<file path="src/rtl/pipe_phy_msgbus_responder_if.sv">
// Message-bus bundle between the MAC side and the PHY responder.
// Ports: M2P bus in; P2M bus, reg_wr_*, reg_file_flat, busy, err_pulse out.
interface pipe_phy_msgbus_responder_if #(
    parameter int NUM_REGS = 16
);
    logic [7:0]            M2P_MessageBus;
    logic [7:0]            P2M_MessageBus;
    logic                  reg_wr_en;
    logic [11:0]           reg_wr_addr;
    logic [7:0]            reg_wr_data;
    logic [8*NUM_REGS-1:0] reg_file_flat;
    logic                  busy;
    logic                  err_pulse;

    modport master (
        output M2P_MessageBus,
        input  P2M_MessageBus,
        input  reg_wr_en,
        input  reg_wr_addr,
        input  reg_wr_data,
        input  reg_file_flat,
        input  busy,
        input  err_pulse
    );

    modport slave (
        input  M2P_MessageBus,
        output P2M_MessageBus,
        output reg_wr_en,
        output reg_wr_addr,
        output reg_wr_data,
        output reg_file_flat,
        output busy,
        output err_pulse
    );
endinterface

</file>
<file path="src/rtl/pipe_phy_msgbus_responder.sv">
// PHY-side PIPE message-bus responder: parser, uncommitted buffer, reg file.
// Ports: PCLK, phy_reset (sync, active-high), bus (slave modport).
module pipe_phy_msgbus_responder #(
    parameter int NUM_REGS       = 16,
    parameter int UNCOMMIT_DEPTH = 4,
    parameter int ACK_DELAY      = 2
) (
    input  logic PCLK,
    input  logic phy_reset,
    pipe_phy_msgbus_responder_if.slave bus
);

    localparam int PW = (UNCOMMIT_DEPTH > 1) ? $clog2(UNCOMMIT_DEPTH) : 1;
    localparam int CW = $clog2(UNCOMMIT_DEPTH + 1);
    localparam int DW = (ACK_DELAY > 1) ? $clog2(ACK_DELAY) : 1;

    localparam logic [3:0] CMD_NOP = 4'd0;
    localparam logic [3:0] CMD_WRU = 4'd1;
    localparam logic [3:0] CMD_WRC = 4'd2;
    localparam logic [3:0] CMD_RD  = 4'd3;

    localparam logic [7:0] RSP_RDC = 8'h40;
    localparam logic [7:0] RSP_ACK = 8'h50;

    typedef enum logic [1:0] {
        P_IDLE,
        P_ADDR,
        P_DATA
    } pst_e;

    typedef enum logic [2:0] {
        R_IDLE,
        R_DRAIN,
        R_WAIT,
        R_HDR,
        R_DATA
    } rst_e;

    pst_e         pst_q, pst_d;
    logic [3:0]   cmd_q, cmd_d;
    logic [11:0]  addr_q, addr_d;

    rst_e         rs_q, rs_d;
    logic         isrd_q, isrd_d;
    logic [7:0]   rdata_q, rdata_d;
    logic [11:0]  cmt_addr_q, cmt_addr_d;
    logic [7:0]   cmt_data_q, cmt_data_d;
    logic [DW-1:0] dly_q, dly_d;

    logic [11:0]  buf_addr_q [UNCOMMIT_DEPTH];
    logic [11:0]  buf_addr_d [UNCOMMIT_DEPTH];
    logic [7:0]   buf_data_q [UNCOMMIT_DEPTH];
    logic [7:0]   buf_data_d [UNCOMMIT_DEPTH];
    logic [PW-1:0] wp_q, wp_d;
    logic [PW-1:0] rp_q, rp_d;
    logic [CW-1:0] fill_q, fill_d;

    logic [7:0]   regs_q [NUM_REGS];
    logic [7:0]   regs_d [NUM_REGS];

    logic [7:0]   p2m_q, p2m_d;
    logic         wen_q, wen_d;
    logic [11:0]  waddr_q, waddr_d;
    logic [7:0]   wdata_q, wdata_d;
    logic         err_q, err_d;

    logic [7:0]   m2p;
    logic [3:0]   m2p_cmd;
    logic         cpl;
    logic [11:0]  cpl_addr;
    logic [7:0]   rd_byte;

    assign m2p     = bus.M2P_MessageBus;
    assign m2p_cmd = m2p[7:4];

    // Register lookup for reads; unimplemented addresses read as zero.
    always_comb begin
        rd_byte = 8'h00;
        for (int i = 0; i < NUM_REGS; i++) begin
            if (cpl_addr == 12'(i)) begin
                rd_byte = regs_q[i];
            end
        end
    end

    always_comb begin
        pst_d      = pst_q;
        cmd_d      = cmd_q;
        addr_d     = addr_q;
        rs_d       = rs_q;
        isrd_d     = isrd_q;
        rdata_d    = rdata_q;
        cmt_addr_d = cmt_addr_q;
        cmt_data_d = cmt_data_q;
        dly_d      = dly_q;
        buf_addr_d = buf_addr_q;
        buf_data_d = buf_data_q;
        wp_d       = wp_q;
        rp_d       = rp_q;
        fill_d     = fill_q;
        regs_d     = regs_q;
        p2m_d      = 8'h00;
        wen_d      = 1'b0;
        waddr_d    = waddr_q;
        wdata_d    = wdata_q;
        err_d      = 1'b0;
        cpl        = 1'b0;
        cpl_addr   = addr_q;

        // Byte parser: one byte per cycle, never stalls.
        unique case (pst_q)
            P_IDLE: begin
                unique case (1'b1)
                    (m2p_cmd == CMD_NOP): ;
                    (m2p_cmd == CMD_WRU) ||
                    (m2p_cmd == CMD_WRC) ||
                    (m2p_cmd == CMD_RD): begin
                        cmd_d        = m2p_cmd;
                        addr_d[11:8] = m2p[3:0];
                        pst_d        = P_ADDR;
                    end
                    default: err_d = 1'b1;
                endcase
            end
            P_ADDR: begin
                addr_d[7:0] = m2p;
                cpl_addr    = {addr_q[11:8], m2p};
                if (cmd_q == CMD_RD) begin
                    cpl   = 1'b1;
                    pst_d = P_IDLE;
                end else begin
                    pst_d = P_DATA;
                end
            end
            P_DATA: begin
                cpl   = 1'b1;
                pst_d = P_IDLE;
            end
            default: pst_d = P_IDLE;
        endcase

        // Response / drain engine.
        unique case (rs_q)
            R_IDLE: ;
            R_DRAIN: begin
                wen_d = 1'b1;
                if (fill_q != '0) begin
                    waddr_d = buf_addr_q[rp_q];
                    wdata_d = buf_data_q[rp_q];
                    fill_d  = fill_q - CW'(1);
                    if (rp_q == PW'(UNCOMMIT_DEPTH - 1)) begin
                        rp_d = '0;
                    end else begin
                        rp_d = rp_q + PW'(1);
                    end
                end else begin
                    // Committed write goes last, after the buffer is empty.
                    waddr_d = cmt_addr_q;
                    wdata_d = cmt_data_q;
                    isrd_d  = 1'b0;
                    dly_d   = DW'(ACK_DELAY - 1);
                    rs_d    = R_WAIT;
                end
            end
            R_WAIT: begin
                if (dly_q == '0) begin
                    p2m_d = isrd_q ? RSP_RDC : RSP_ACK;
                    rs_d  = R_HDR;
                end else begin
                    dly_d = dly_q - DW'(1);
                end
            end
            R_HDR: begin
                if (isrd_q) begin
                    p2m_d = rdata_q;
                    rs_d  = R_DATA;
                end else begin
                    rs_d = R_IDLE;
                end
            end
            R_DATA: rs_d = R_IDLE;
            default: rs_d = R_IDLE;
        endcase

        // A finished transaction is only accepted when nothing is pending.
        if (cpl) begin
            if (rs_q != R_IDLE) begin
                err_d = 1'b1;
            end else begin
                unique case (1'b1)
                    (cmd_q == CMD_WRU): begin
                        if (fill_q == CW'(UNCOMMIT_DEPTH)) begin
                            err_d = 1'b1;
                        end else begin
                            buf_addr_d[wp_q] = addr_q;
                            buf_data_d[wp_q] = m2p;
                            fill_d = fill_q + CW'(1);
                            if (wp_q == PW'(UNCOMMIT_DEPTH - 1)) begin
                                wp_d = '0;
                            end else begin
                                wp_d = wp_q + PW'(1);
                            end
                        end
                    end
                    (cmd_q == CMD_WRC): begin
                        cmt_addr_d = addr_q;
                        cmt_data_d = m2p;
                        rs_d       = R_DRAIN;
                    end
                    default: begin
                        rdata_d = rd_byte;
                        isrd_d  = 1'b1;
                        dly_d   = DW'(ACK_DELAY - 1);
                        rs_d    = R_WAIT;
                    end
                endcase
            end
        end

        // Out-of-range writes still pulse reg_wr_en but touch nothing.
        for (int i = 0; i < NUM_REGS; i++) begin
            if (wen_d && waddr_d == 12'(i)) begin
                regs_d[i] = wdata_d;
            end
        end
    end

    always_ff @(posedge PCLK) begin
        if (phy_reset) begin
            pst_q      <= P_IDLE;
            cmd_q      <= 4'd0;
            addr_q     <= 12'd0;
            rs_q       <= R_IDLE;
            isrd_q     <= 1'b0;
            rdata_q    <= 8'h00;
            cmt_addr_q <= 12'd0;
            cmt_data_q <= 8'h00;
            dly_q      <= '0;
            wp_q       <= '0;
            rp_q       <= '0;
            fill_q     <= '0;
            p2m_q      <= 8'h00;
            wen_q      <= 1'b0;
            waddr_q    <= 12'd0;
            wdata_q    <= 8'h00;
            err_q      <= 1'b0;
            for (int i = 0; i < UNCOMMIT_DEPTH; i++) begin
                buf_addr_q[i] <= 12'd0;
                buf_data_q[i] <= 8'h00;
            end
            for (int i = 0; i < NUM_REGS; i++) begin
                regs_q[i] <= 8'h00;
            end
        end else begin
            pst_q      <= pst_d;
            cmd_q      <= cmd_d;
            addr_q     <= addr_d;
            rs_q       <= rs_d;
            isrd_q     <= isrd_d;
            rdata_q    <= rdata_d;
            cmt_addr_q <= cmt_addr_d;
            cmt_data_q <= cmt_data_d;
            dly_q      <= dly_d;
            wp_q       <= wp_d;
            rp_q       <= rp_d;
            fill_q     <= fill_d;
            p2m_q      <= p2m_d;
            wen_q      <= wen_d;
            waddr_q    <= waddr_d;
            wdata_q    <= wdata_d;
            err_q      <= err_d;
            buf_addr_q <= buf_addr_d;
            buf_data_q <= buf_data_d;
            regs_q     <= regs_d;
        end
    end

    assign bus.P2M_MessageBus = p2m_q;
    assign bus.reg_wr_en      = wen_q;
    assign bus.reg_wr_addr    = waddr_q;
    assign bus.reg_wr_data    = wdata_q;
    assign bus.err_pulse      = err_q;
    assign bus.busy           = (rs_q != R_IDLE);

    for (genvar g = 0; g < NUM_REGS; g++) begin : g_flat
        assign bus.reg_file_flat[8*g +: 8] = regs_q[g];
    end

endmodule

</file>
<file path="src/flat_wrapper.sv">
// flat-port wrapper written by rule: the top's interface ports become plain ports
module pipe_phy_msgbus_responder_flat 
#(
    parameter int NUM_REGS       = 16,
    parameter int UNCOMMIT_DEPTH = 4,
    parameter int ACK_DELAY      = 2
)
  (PCLK, phy_reset, bus_M2P_MessageBus, bus_P2M_MessageBus, bus_reg_wr_en, bus_reg_wr_addr, bus_reg_wr_data, bus_reg_file_flat, bus_busy, bus_err_pulse);
  pipe_phy_msgbus_responder_if #(.NUM_REGS(NUM_REGS)) bus_i ();
  input  logic PCLK;
  input  logic phy_reset;
  input wire logic [$bits(bus_i.M2P_MessageBus)-1:0] bus_M2P_MessageBus;
  output wire logic [$bits(bus_i.P2M_MessageBus)-1:0] bus_P2M_MessageBus;
  output wire logic [$bits(bus_i.reg_wr_en)-1:0] bus_reg_wr_en;
  output wire logic [$bits(bus_i.reg_wr_addr)-1:0] bus_reg_wr_addr;
  output wire logic [$bits(bus_i.reg_wr_data)-1:0] bus_reg_wr_data;
  output wire logic [$bits(bus_i.reg_file_flat)-1:0] bus_reg_file_flat;
  output wire logic [$bits(bus_i.busy)-1:0] bus_busy;
  output wire logic [$bits(bus_i.err_pulse)-1:0] bus_err_pulse;
  assign bus_i.M2P_MessageBus = bus_M2P_MessageBus;
  assign bus_P2M_MessageBus = bus_i.P2M_MessageBus;
  assign bus_reg_wr_en = bus_i.reg_wr_en;
  assign bus_reg_wr_addr = bus_i.reg_wr_addr;
  assign bus_reg_wr_data = bus_i.reg_wr_data;
  assign bus_reg_file_flat = bus_i.reg_file_flat;
  assign bus_busy = bus_i.busy;
  assign bus_err_pulse = bus_i.err_pulse;
  pipe_phy_msgbus_responder #(.NUM_REGS(NUM_REGS), .UNCOMMIT_DEPTH(UNCOMMIT_DEPTH), .ACK_DELAY(ACK_DELAY)) u_core (.PCLK(PCLK), .phy_reset(phy_reset), .bus(bus_i));
endmodule
</file>
<file path="config.mk">
export PLATFORM = sky130hd
export DESIGN_NAME = pipe_phy_msgbus_responder_flat
export DESIGN_NICKNAME = d
export VERILOG_FILES = /design/src/rtl/pipe_phy_msgbus_responder_if.sv /design/src/rtl/pipe_phy_msgbus_responder.sv /design/src/flat_wrapper.sv
export SDC_FILE = /design/constraint.sdc
export NUM_CORES = 1
export LEC_CHECK = 0
export CELL_PAD_IN_SITES_DETAIL_PLACEMENT = 0
export CELL_PAD_IN_SITES_GLOBAL_PLACEMENT = 1
export CORE_MARGIN = 10
export CORE_UTILIZATION = 45
export DETAILED_ROUTE_END_ITERATION = 8
export PLACE_DENSITY_LB_ADDON = 0.1
export SLEW_MARGIN = 20
export SYNTH_ARGS = -nofsm -noshare
export SYNTH_HDL_FRONTEND = slang
export SYNTH_SLANG_ARGS = --single-unit
</file>
<file path="constraint.sdc">
create_clock -name PCLK -period 4.5 [get_ports PCLK]
set_input_delay 0.9 -clock PCLK [delete_from_list [all_inputs] [get_ports PCLK]]
set_output_delay 0.9 -clock PCLK [all_outputs]
set_load 0.02 [all_outputs]
</file>
==> metrics, run 1 <==
status=completed; initial antenna violation count=0; Die ar.=0.0369 sq mm; row count=62; HP Start=u_core.buf_addr_q[32]; vias in the first global route=11800; Hold Path End=u_core.buf_addr_q[32]; share of layout cells above drive strength 1=9.27%; Placeable Area=0.0290 sq mm; PnR worst setup slack=0.811 ns; fraction of the cycle the final worst path needs=82.0%; vias=12600; Util after Layout=56.6%; FF-to-FF path depth=10; Critical Path Start Type=flop; synthesized area per cell=8.69 sq um; Worst-path clk slew=0.06 ns; pwr dens=349 mW/mm^2; hold path depth=2; synthesized flop and latch total=296; max-slew violation count=0; pre-CTS setup slack=0.533 ns; Fill cells=2651; Post-Synthesis Cells=1536; GRT Util Overall=27.7%; final setup vio count=0; Synth warnings=0; most frequent cells in the layout=dfxtp_1 (296), clkdlybuf4s50_1 (167), nand2_1 (162); Area Growth Syn to Fin=23.1%; clk buf depth=3; largest net degree at the start of global routing=110; Detail Placement HPWL=36900 microns; placed inst area=0.0153 sq mm; DR WL/cell=25.6 microns; reg2reg start=u_core.fill_q[0]; kind of critical path=flop to flop; min Tclk post-route=3.69 ns; Setup Fix Bufs, Post-CTS=0; cts bufs inserted=34; Cell variety after synth=77; Initial Util=46.0%; peak supply drop=0.271 mV; most common cell after layout, fill and taps aside=dfxtp_1; syn nets=1557; number of flops mapped to enable cells by yosys=0; Hold/Removal Path Class=flop to flop; die width=192 microns; H-tree depth=2; post-cts resize count=0; Hold-fix buffers, CTS=0; Synth Flop Type=dfxtp_1; diode count=0; Remaining DRCs=0; unrepaired setup endpoints after global routing=false; sequential area share after synthesis=44.4%; grt total ovfl=0; Critical R2R Capture=u_core.bus.reg_file_flat[16]; Final Skew=0.0143 ns; Root Driver=clkbuf_16; crit path DAT=4.08 ns; PortBufs=168; die height=192 microns; Max Clk Rate=271 MHz; leakage=5.37 nW; R2R setup slack=0.81 ns; Post-Route Setup TNS=0 ns; Slew @ Worst Pin=0.955 ns; Critical Path RT=4.89 ns; Cells after DPL=2011; vias per cell=6.11; nets=1685; initial DRC count=1439; I/O Pins=169; Rel. slew slack=36.2%; CTS tree=yes; WL final=52900 microns; Final Hold Fails=0; CTS sink cnt=296; fin area=0.0164 sq mm; max cap viols=0; Netlist Area Pre-Place=0.0133 sq mm; Clk Latency, worst-skew pair=0.52 ns; Async SR Flop Fraction=0%; CP Capture Type=flop; worst-path maximum fanout=9; Final GP Congestion=0.981; post-route ant nets=0; first-pass GRT wire length=78100 microns; first-pass iteration count of the detailed router=7; Finished Layout Cells=2066
==> sequential cells by signal (all words and copies together), names as in the netlist, 4 cells and up <==
| name | count |
|---|---|
| u_core.addr_q | 12 |
| u_core.rdata_q | 8 |
| u_core.cmt_addr_q | 12 |
| u_core.buf_data_q | 32 |
| u_core.cmt_data_q | 8 |
| u_core.bus.reg_wr_addr | 12 |
| u_core.buf_addr_q | 48 |
| u_core.bus.reg_wr_data | 8 |
| u_core.bus.P2M_MessageBus | 8 |
| u_core.bus.reg_file_flat | 128 |
| u_core.cmd_q | 4 |
==> logic make-up (layout without fill, tap and decap cells) <==
group / after synthesis / after routing / synth area share (%)
AO/OA/AOI/OAI: 363 / 363 / 15.9
XOR/XNOR: 2 / 2 / 0.131
adder cells (fa/ha/maj): 11 / 11 / 1.03
buffers and inverters: 145 / 291 / 4.72
flip-flops: 296 / 296 / 44.4
multiplexers: 64 / 64 / 6.79
AND/OR/NAND/NOR: 655 / 655 / 27.0
==> worst max path at each step <==
stage / slack, ns / startpoint / end
2_1_floorplan: 1.69 / bus_M2P_MessageBus[7] / u_core.rdata_q[6]
3_3_place_gp: 0.55 / bus_M2P_MessageBus[0] / u_core.rdata_q[5]
3_5_place_dp: 0.53 / bus_M2P_MessageBus[0] / u_core.rdata_q[0]
4_1_cts: 0.92 / u_core.fill_q[0] / u_core.bus.reg_file_flat[23]
5_1_grt: 0.68 / u_core.fill_q[0] / u_core.bus.reg_file_flat[18]
6_report: 0.81 / u_core.fill_q[0] / u_core.bus.reg_file_flat[16]
==> report_power, final <==
| group | internal, W | switching (W) | total (W) |
|---|---|---|---|
| Clock | 0.00159 | 0.00110 | 0.00270 |
| Sequential | 0.00263 | 0.0000209 | 0.00265 |
| Combinational | 0.000117 | 0.000261 | 0.000378 |
| Total | 0.00434 | 0.00138 | 0.00573 |
==> Yosys cell counts (12+ instances only) <==
master | count | area share [%]
dfxtp_1 | 296 | 44
buf_2 | 13 | 0.49
nand3_1 | 116 | 4.4
nand2_1 | 162 | 4.6
nand3b_1 | 130 | 7.3
o21ai_0 | 73 | 2.7
mux2i_1 | 41 | 3.1
inv_1 | 17 | 0.48
clkbuf_1 | 93 | 2.6
o22ai_1 | 12 | 0.56
nor2_1 | 124 | 3.5
nand4_1 | 22 | 1.0
nor3_1 | 23 | 0.86
a21oi_1 | 116 | 4.4
mux4_2 | 21 | 3.5
o21ai_1 | 86 | 3.2
and3_1 | 12 | 0.56
==> critical path, stage by stage, from the launching register on <==
cell and delay (ns):
dfxtp_1 0.31, inv_1 0.11, ha_1 0.25, nor2b_1 0.77, buf_4 0.28, nand2_1 0.11
a31o_2 0.29, nor2_1 0.63, nand4_1 0.49, nand3b_1 0.22, o21ai_0 0.09
==> layer usage <==
layer  wire length, microns  share of wire [%]  global-route usage [%]
met5                      0                  0                       0
met1                  24200                 46                    39.8
met4                   1170                2.2                    6.80
met3                   4880                9.2                    6.89
met2                  22700                 43                    40.6
==> final cells by class <==
cell class	count	area [sq um]	area share (%)
multi-input cells	1095	6800	41.4
flip-flops and latches	296	5930	36.1
repair buffers	220	2070	12.6
clock buffers	48	995	6.06
well taps	384	480	2.93
clock inverters	6	80.1	0.488
inverters	17	63.8	0.389
==> per-stage QoR <==
| stage | hold slack, ns | total power [W] |
|---|---|---|
| finish | 0.452 | 0.00573 |
| global route | 0.472 | 0.00588 |
| CTS | 0.453 | 0.00574 |
| detailed placement | 0.445 | 0.00308 |
| global placement | 0.439 | 0.00308 |
| floorplan | 0.430 | 0.00293 |
Note: power is estimated with default switching activity, not from simulation.
==> run 2: changes to the inputs <==
- CORE_UTILIZATION: 45 -> 42
- clock period: 4.5 -> 3.5 ns (I/O delays scaled with it)
==> run 2 against run 1 <==
Effect of this change: largest power group unchanged; sequential cell count unchanged; cell count increased by 3.5%; critical endpoint is now u_core.rdata_q[4]; critical path depth decreased by 3.
==> metrics, run 2 (synthesis results as in run 1) <==
vias in the first global route=11900; Cells after DPL=2077; CTS tree=yes; GRT Util Overall=26.5%; leakage=5.63 nW; Hold/Removal Path Class=flop to flop; unrepaired setup endpoints after global routing=false; crit path DAT=3.78 ns; Final Hold Fails=0; post-cts resize count=0; cts bufs inserted=31; Hold-fix buffers, CTS=0; Util after Layout=53.6%; largest net degree at the start of global routing=93; max-slew violation count=0; Post-Route Setup TNS=0 ns; Worst-path clk slew=0.07 ns; Slew @ Worst Pin=1.09 ns; final hold slack=0.453 ns; status=completed; initial antenna violation count=3; slowest stage delay, CP=0.92 ns; first-pass GRT wire length=79200 microns; initial DRC count=1385; CP max-delay cell=nor4_2; final setup vio count=0; worst-path maximum fanout=8; CTS sink cnt=296; min Tclk post-route=3.29 ns; max cap viols=0; Final GP Congestion=0.954; Clk Latency, worst-skew pair=0.57 ns; Rel. slew slack=27.0%; clk buf depth=3; Placeable Area=0.0315 sq mm; Critical Path RT=3.99 ns; max FFs per register=128; Die ar.=0.0393 sq mm; Remaining DRCs=0; placed inst area=0.0158 sq mm; Setup Fix Bufs, Post-CTS=0; Final Skew=0.0143 ns; vias=12700; Finished Layout Cells=2138; pwr dens=443 mW/mm^2; kind of critical path=flop to flop; die height=198 microns; vias per cell=5.94; PortBufs=168; row count=65; post-route ant nets=0; peak supply drop=0.352 mV; H-tree depth=1; grt total ovfl=0; die width=198 microns; critical-path cell list=nor4_2 -> nand3_1 -> nor2_1 -> a2bb2oi_1 -> o211ai_1 -> o21ai_0 -> o21ai_0; Area Growth Syn to Fin=26.5%; fin area=0.0169 sq mm; cell repeated most along the worst path=o21ai_0; CP Capture Type=flop; Max Clk Rate=304 MHz; WL final=53600 microns; share of layout cells above drive strength 1=11.9%; Root Driver=clkbuf_16; I/O Pins=169; Initial Util=42.4%; most common cell after layout, fill and taps aside=dfxtp_1; DR WL/cell=25.1 microns; Critical Path Start Type=flop; fraction of the cycle the final worst path needs=94.0%; nets=1730; Detail Placement HPWL=38900 microns; most frequent cells in the layout=dfxtp_1 (296), clkdlybuf4s50_1 (167), nand2_1 (162); first-pass iteration count of the detailed router=5
-- run 2: cell count changes in the layout (fill, tap and decap cells not counted), moves of 2 or more --
| cell | previous run | this run |
|---|---|---|
| clkinv_2 | 2 | 6 |
| buf_4 | 52 | 96 |
| a311o_2 | 3 | 0 |
| clkbuf_16 | 35 | 31 |
| clkinv_8 | 2 | 0 |
| bufinv_16 | 1 | 5 |
| buf_12 | 0 | 3 |
| diode_2 | 0 | 3 |
| a311o_1 | 5 | 8 |
| clkbuf_1 | 6 | 4 |
-- run 2: metal layers --
metal,part of all wire (%),vias to the layer above,global-route usage [%]
met3,8.8,65,5.38
met2,44,551,39.9
met4,1.8,0,5.44
li1,-,5886,-
met5,0,-,0
met1,46,6205,38.0
-- run 2: layout make-up --
cell class / count / area [sq um]
fillers: 2962 / 14600
multi-input cells: 1095 / 6810
flip-flops and latches: 296 / 5930
repair buffers: 268 / 2470
clock buffers: 43 / 901
well taps: 402 / 503
clock inverters: 14 / 204
inverters: 17 / 63.8
diodes: 3 / 7.51
-- run 2: worst max-delay path: cells and delay by family (launching register included) --
| kind | cells | cell delay (ns) |
|---|---|---|
| compound gates | 4 | 0.73 |
| simple gates | 3 | 2.03 |
| flops | 1 | 0.47 |
-- run 2: worst paths after layout --
path	from	depth (start not counted)	slack, ns	endpoint
setup / recovery	u_core.addr_q[8]	7	0.21	u_core.rdata_q[4]
hold / removal	u_core.buf_data_q[20]	2	0.45	u_core.buf_data_q[20]
setup reg to reg	u_core.addr_q[8]	7	0.21	u_core.rdata_q[4]
hold reg to reg	u_core.buf_data_q[20]	2	0.45	u_core.buf_data_q[20]
-- run 2: per-stage QoR --
stage	total power [W]	setup WS, ns
2_1_floorplan	0.00377	0.891
3_3_place_gp	0.00399	-0.113
3_5_place_dp	0.00399	-0.0987
4_1_cts	0.00753	0.249
5_1_grt	0.00772	0.0746
6_report	0.00748	0.211
-- run 2: report_power, final --
group          leakage, nW  switching, W  total [W]  internal, W
Combinational         2.70      0.000340   0.000514     0.000175
Sequential            2.38     0.0000319    0.00342      0.00338
Clock                0.543       0.00140    0.00355      0.00216
Total                 5.63       0.00177    0.00748      0.00572
==> run 3: changes to the inputs <==
- ABC_AREA: unset -> 0
==> results of run 3 <==
The final DEF is identical to that of run 2; final timing and power are the same.
